[config.mk]
export PLATFORM = sky130hd
export DESIGN_NAME = clock_divider_prog_flat
export DESIGN_NICKNAME = d
export VERILOG_FILES = /design/src/rtl/clock_divider_prog_if.sv /design/src/rtl/clock_divider_prog.sv /design/src/flat_wrapper.sv
export SDC_FILE = /design/constraint.sdc
export NUM_CORES = 1
export LEC_CHECK = 0
export BUFFER_PORTS_ARGS = -buffer_cell sky130_fd_sc_hd__buf_2
export CORE_MARGIN = 3
export CORE_UTILIZATION = 39
export DETAILED_ROUTE_END_ITERATION = 16
export GPL_TIMING_DRIVEN = 0
export MAX_ROUTING_LAYER = met4
export PLACE_DENSITY_LB_ADDON = 0.08
export RECOVER_POWER = 100
export SYNTH_ARGS = -nofsm -noshare
export SYNTH_HDL_FRONTEND = slang
export SYNTH_SLANG_ARGS = --single-unit
[constraint.sdc]
create_clock -name clk -period 10.1 [get_ports clk]
set_input_delay 0.505 -clock clk [delete_from_list [all_inputs] [get_ports clk]]
set_output_delay 0.505 -clock clk [all_outputs]
set_load 0.02 [all_outputs]
[src/rtl/clock_divider_prog_if.sv]
// rtl/clock_divider_prog_if.sv - control/status bundle for the programmable clock divider
interface clock_divider_prog_if #(
  parameter int CNT_W = 32
);
  logic             en;
  logic             sync_clr;
  logic             div_load;
  logic [CNT_W-1:0] div_val;
  logic             tick;
  logic             clk_out;
  logic             div_busy;
  logic             div_err;

  modport master (
    output en, sync_clr, div_load, div_val,
    input  tick, clk_out, div_busy, div_err
  );

  modport slave (
    input  en, sync_clr, div_load, div_val,
    output tick, clk_out, div_busy, div_err
  );
endinterface

[src/rtl/clock_divider_prog.sv]
// rtl/clock_divider_prog.sv - runtime-programmable tick/square-wave divider
// Optional CLKDIV_SIM_FAST_EN shrinks the reset divisor by 1000 (min 1) for fast simulation.
module clock_divider_prog #(
  parameter int CLK_FREQ_HZ = 10_000_000,
  parameter int TICK_HZ     = 1,
  parameter int CNT_W       = 32
) (
  input  logic                 clk,
  input  logic                 rst,
  clock_divider_prog_if.slave  bus
);

  localparam int DIV_DEFAULT = CLK_FREQ_HZ / TICK_HZ;
`ifdef CLKDIV_SIM_FAST_EN
  localparam int DIV_RESET_I = (DIV_DEFAULT / 1000 < 1) ? 1 : DIV_DEFAULT / 1000;
`else
  localparam int DIV_RESET_I = DIV_DEFAULT;
`endif
  localparam logic [CNT_W-1:0] DIV_RESET = CNT_W'(DIV_RESET_I);

  logic [CNT_W-1:0] cnt;
  logic [CNT_W-1:0] div_q;
  logic [CNT_W-1:0] div_pend;
  logic             pend;
  logic             tick_q;
  logic             clk_out_q;
  logic             div_err_q;

  logic [CNT_W-1:0] div_last;
  logic [CNT_W-1:0] cnt_inc;
  logic [CNT_W-1:0] hi_thresh;
  logic             wrap;
  logic             load_ok;
  logic             load_zero;
  logic             apply;

  always_comb begin
    div_last  = div_q - CNT_W'(1);
    wrap      = (cnt == div_last);
    cnt_inc   = wrap ? '0 : cnt + CNT_W'(1);
    // clk_out goes high once the count reaches ceil(div/2), giving low-then-high halves
    hi_thresh = div_q - (div_q >> 1);
    load_ok   = bus.div_load && (bus.div_val != '0);
    load_zero = bus.div_load && (bus.div_val == '0);
    // A pending divisor only takes effect at a period boundary: wrap, clear, or while stopped
    apply     = pend && (bus.sync_clr || !bus.en || wrap);
  end

  always_ff @(posedge clk) begin
    if (rst) begin
      cnt       <= '0;
      div_q     <= DIV_RESET;
      div_pend  <= '0;
      pend      <= 1'b0;
      tick_q    <= 1'b0;
      clk_out_q <= 1'b0;
      div_err_q <= 1'b0;
    end else begin
      div_err_q <= load_zero;

      // A new load on the apply edge re-arms pend; div_q still takes the older pending value
      if (load_ok) begin
        div_pend <= bus.div_val;
        pend     <= 1'b1;
      end else if (apply) begin
        pend     <= 1'b0;
      end

      if (apply) begin
        div_q <= div_pend;
      end

      if (bus.sync_clr) begin
        cnt       <= '0;
        tick_q    <= 1'b0;
        clk_out_q <= 1'b0;
      end else if (bus.en) begin
        cnt       <= cnt_inc;
        tick_q    <= wrap;
        clk_out_q <= (cnt_inc >= hi_thresh);
      end else begin
        tick_q <= 1'b0;
        if (apply) begin
          cnt       <= '0;
          clk_out_q <= 1'b0;
        end
      end
    end
  end

  assign bus.tick     = tick_q;
  assign bus.clk_out  = clk_out_q;
  assign bus.div_busy = pend;
  assign bus.div_err  = div_err_q;

endmodule

[src/flat_wrapper.sv]
// flat-port wrapper written by rule: the top's interface ports become plain ports
module clock_divider_prog_flat 
#(
  parameter int CLK_FREQ_HZ = 10_000_000,
  parameter int TICK_HZ     = 1,
  parameter int CNT_W       = 32
)
  (clk, rst, bus_en, bus_sync_clr, bus_div_load, bus_div_val, bus_tick, bus_clk_out, bus_div_busy, bus_div_err);
  clock_divider_prog_if #(.CNT_W(CNT_W)) bus_i ();
  input  logic clk;
  input  logic rst;
  input wire logic [$bits(bus_i.en)-1:0] bus_en;
  input wire logic [$bits(bus_i.sync_clr)-1:0] bus_sync_clr;
  input wire logic [$bits(bus_i.div_load)-1:0] bus_div_load;
  input wire logic [$bits(bus_i.div_val)-1:0] bus_div_val;
  output wire logic [$bits(bus_i.tick)-1:0] bus_tick;
  output wire logic [$bits(bus_i.clk_out)-1:0] bus_clk_out;
  output wire logic [$bits(bus_i.div_busy)-1:0] bus_div_busy;
  output wire logic [$bits(bus_i.div_err)-1:0] bus_div_err;
  assign bus_i.en = bus_en;
  assign bus_i.sync_clr = bus_sync_clr;
  assign bus_i.div_load = bus_div_load;
  assign bus_i.div_val = bus_div_val;
  assign bus_tick = bus_i.tick;
  assign bus_clk_out = bus_i.clk_out;
  assign bus_div_busy = bus_i.div_busy;
  assign bus_div_err = bus_i.div_err;
  clock_divider_prog #(.CLK_FREQ_HZ(CLK_FREQ_HZ), .TICK_HZ(TICK_HZ), .CNT_W(CNT_W)) u_core (.clk(clk), .rst(rst), .bus(bus_i));
endmodule
==> metrics <==
global-route wire length before repair=34.8 mm; max-cap violation count=0; Netlist Area Pre-Place=8110 um^2; Post-synth ARST share=0%; CTS resizes=0; outcome=finished clean; most frequent cells in the layout=nor2_1, dfxtp_1, ha_1, xnor2_1, inv_1; worst setup margin=4210 ps; Worst Tran Pin Value=984 ps; violation count after the first detailed-route iteration=315; maximum fanout along the worst path=10; largest net degree at the start of global routing=20; Seq/Total Area, Yosys=24.7%; # DRC=0; min Tclk post-route=5890 ps; drt pass-1 iters=4; period utilisation layout=58.3%; GR Util All Layers=20.3%; grt total ovfl=0; Comb power frac=22.3%; H-tree levels=3; vias in the first global route=6,526; CP Launch Type=flip-flop; layout cells sized above 1=6.01%; Via density=5.14; clk_skew=13.7 ps; CTS tree=yes; synth warn=0; data arrival time of the critical path=6140 ps; final RePlAce weighted congestion=0.881; ANT cells=0; Final ANT Viol Nets=0; commonest non-fill, non-tap cell in the layout=nor2_1; Sw Ratio=32.4%; Post-synth EDFFs=0; clock network power share=35.8%; largest vdd supply drop=0.0732 mV; Die H=150 um; Num Clock Sinks=100; Mapped Nets=1,143; wire per inst=16.2 um; Total Wirelength=21.7 mm; synth top area cells=dfxtp_1, ha_1, xnor2_1; Max Slew Vio Count=0; Critical Path RT=10,340 ps; Min-Delay Path Class=primary input to flip-flop; IO buf count=40; Critical Path Sink Type=flip-flop; Int Power=0.677 mW; Peak Freq=170 MHz; final setup violation count=0; via count=6,866; Synth area leader=dfxtp_1; Psw=0.325 mW; Cell Pwr Density=113 nW/um^2; Total Nets Final=1,194; initial antenna violation count=0; Root Driver=clkbuf_16; DPL Wire Length=17.9 mm; Synth Instances=1,009; CTS clk-pin slew, worst paths=80 ps; WHS=392 ps; CTS Buffer Depth=2; syn_area_per_cell=8.04 um^2; number of post-CTS setup repair buffers=0; Num CTS Buffers=9; post-synth cell types=61; die width=150 um; IO Pins=41; RSZ-0062 raised after global routing=false; top-area cell type share of the netlist area=24.7%; Slew HR=33.7%; Post-synth top flop=dfxtp_1; Leak=3.73 nW; Starting Density=39.9%; Worst Setup Path Type=flip-flop to flip-flop; dpl ws=4630 ps; core area=20,300 um^2; # hold bufs at CTS=0; placed insts=1,319; register bit count reported by yosys=100; clk_lat worst skew=360 ps; Finished Layout Cells=1,335; Seq pwr share=41.9%; Final Hold Fails=0; Rows=52; Synth-to-Final Area Change=9.74%; Die Area=22,600 um^2; post-route setup TNS=0 ps
-- area by class of cell --
type / count / area, um^2
Clock inverter: 6 / 67.6
Fill cell: 2166 / 11400
Clock buffer: 10 / 229
Multi-Input combinational cell: 791 / 5620
Inverter: 74 / 278
Tap cell: 270 / 338
Timing Repair Buffer: 40 / 194
Sequential cell: 100 / 2000
Buffer: 44 / 170
-- per-layer routing --
metal / GRT usage [%] / wire (um) / vias up
met5: - / 0 / -
met4: 5.26 / 316 / 0
met3: 2.08 / 697 / 23
met2: 30.0 / 9080 / 112
met1: 29.5 / 11600 / 3100
li1: - / - / 3631
-- synth_stat cells (3+ instances only) --
| master | count |
|---|---|
| nand3_1 | 32 |
| or3_1 | 10 |
| nor4_1 | 20 |
| a21oi_1 | 60 |
| o21ai_0 | 39 |
| or2_2 | 4 |
| nand2b_1 | 11 |
| dfxtp_1 | 100 |
| buf_2 | 8 |
| nor3_1 | 21 |
| buf_4 | 3 |
| inv_1 | 74 |
| and2_1 | 3 |
| mux2i_1 | 57 |
| and3_1 | 17 |
| nand2_1 | 35 |
| or4_1 | 5 |
| o21ai_1 | 11 |
| o211ai_1 | 3 |
| o2111ai_1 | 4 |
| nor2_1 | 137 |
| a211oi_1 | 3 |
| a21o_1 | 21 |
| xor2_1 | 18 |
| o311ai_0 | 4 |
| a221oi_1 | 3 |
| o21bai_1 | 11 |
| nor2b_1 | 9 |
| a211o_1 | 4 |
| o31ai_1 | 8 |
| xnor2_1 | 87 |
| nor3b_1 | 8 |
| clkbuf_1 | 29 |
| nand4_1 | 17 |
| ha_1 | 96 |
-- critical path: stages (launching register included) --
cell and delay (ps):
dfxtp_1 380, inv_1 170, ha_1 260, nand4_1 230
nor3_1 520, nor4bb_1 400, o22a_1 200, nand3_1 100
nor4_1 550, clkbuf_1 560, clkbuf_1 480, nor2_1 110
ha_1 320, a21o_1 180, a21o_1 170, a21oi_1 140
nor2b_1 60, o21ai_0 160, o2111ai_1 140, a211o_1 300
a221oi_1 250, o21ai_0 100
-- sequential cells by signal, indices dropped and copies added, names as in the netlist --
name,flops
u_core.div_pend,32
u_core.bus.clk_out,1
u_core.cnt,32
u_core.div_q,32
u_core.bus.tick,1
u_core.bus.div_err,1
u_core.bus.div_busy,1
-- cells by family after synthesis --
family          after synthesis  share of synthesized area (%)
xor+xnor                    105                           11.3
simple gates                340                           20.8
fa+ha+maj                    97                           15.1
buf+inv                     118                           5.92
mux                          58                           7.17
compound gates              191                           15.0
flops                       100                           24.7
-- path summary, 6_finish.rpt --
check | startpoint | endpoint | slack [ps] | depth (start not counted)
hold reg to reg | u_core.bus.clk_out | u_core.bus.clk_out | 470 | 2
setup / recovery | u_core.div_q[2] | u_core.bus.clk_out | 4210 | 21
setup reg to reg | u_core.div_q[2] | u_core.bus.clk_out | 4210 | 21
hold / removal | bus_div_val[23] | u_core.div_pend[23] | 390 | 3
-- power groups by stage --
stage | Clock, mW | Combinational [mW] | Sequential (mW)
finish | 0.359 | 0.223 | 0.420
global route | 0.386 | 0.252 | 0.422
CTS | 0.370 | 0.226 | 0.420
detailed placement | 0 | 0.225 | 0.429
global placement | 0 | 0.224 | 0.429
floorplan | 0 | 0.167 | 0.424
-- metrics by stage --
step	util [%]	total power [mW]	area (um^2)
6_report	43.8	1.00	8900
5_1_grt	43.8	1.06	8900
4_1_cts	44.1	1.02	8940
3_5_place_dp	42.6	0.654	8650
3_3_place_gp	42.6	0.654	8650
2_1_floorplan	-	0.592	8110
Power figures use the tool's default switching activity.
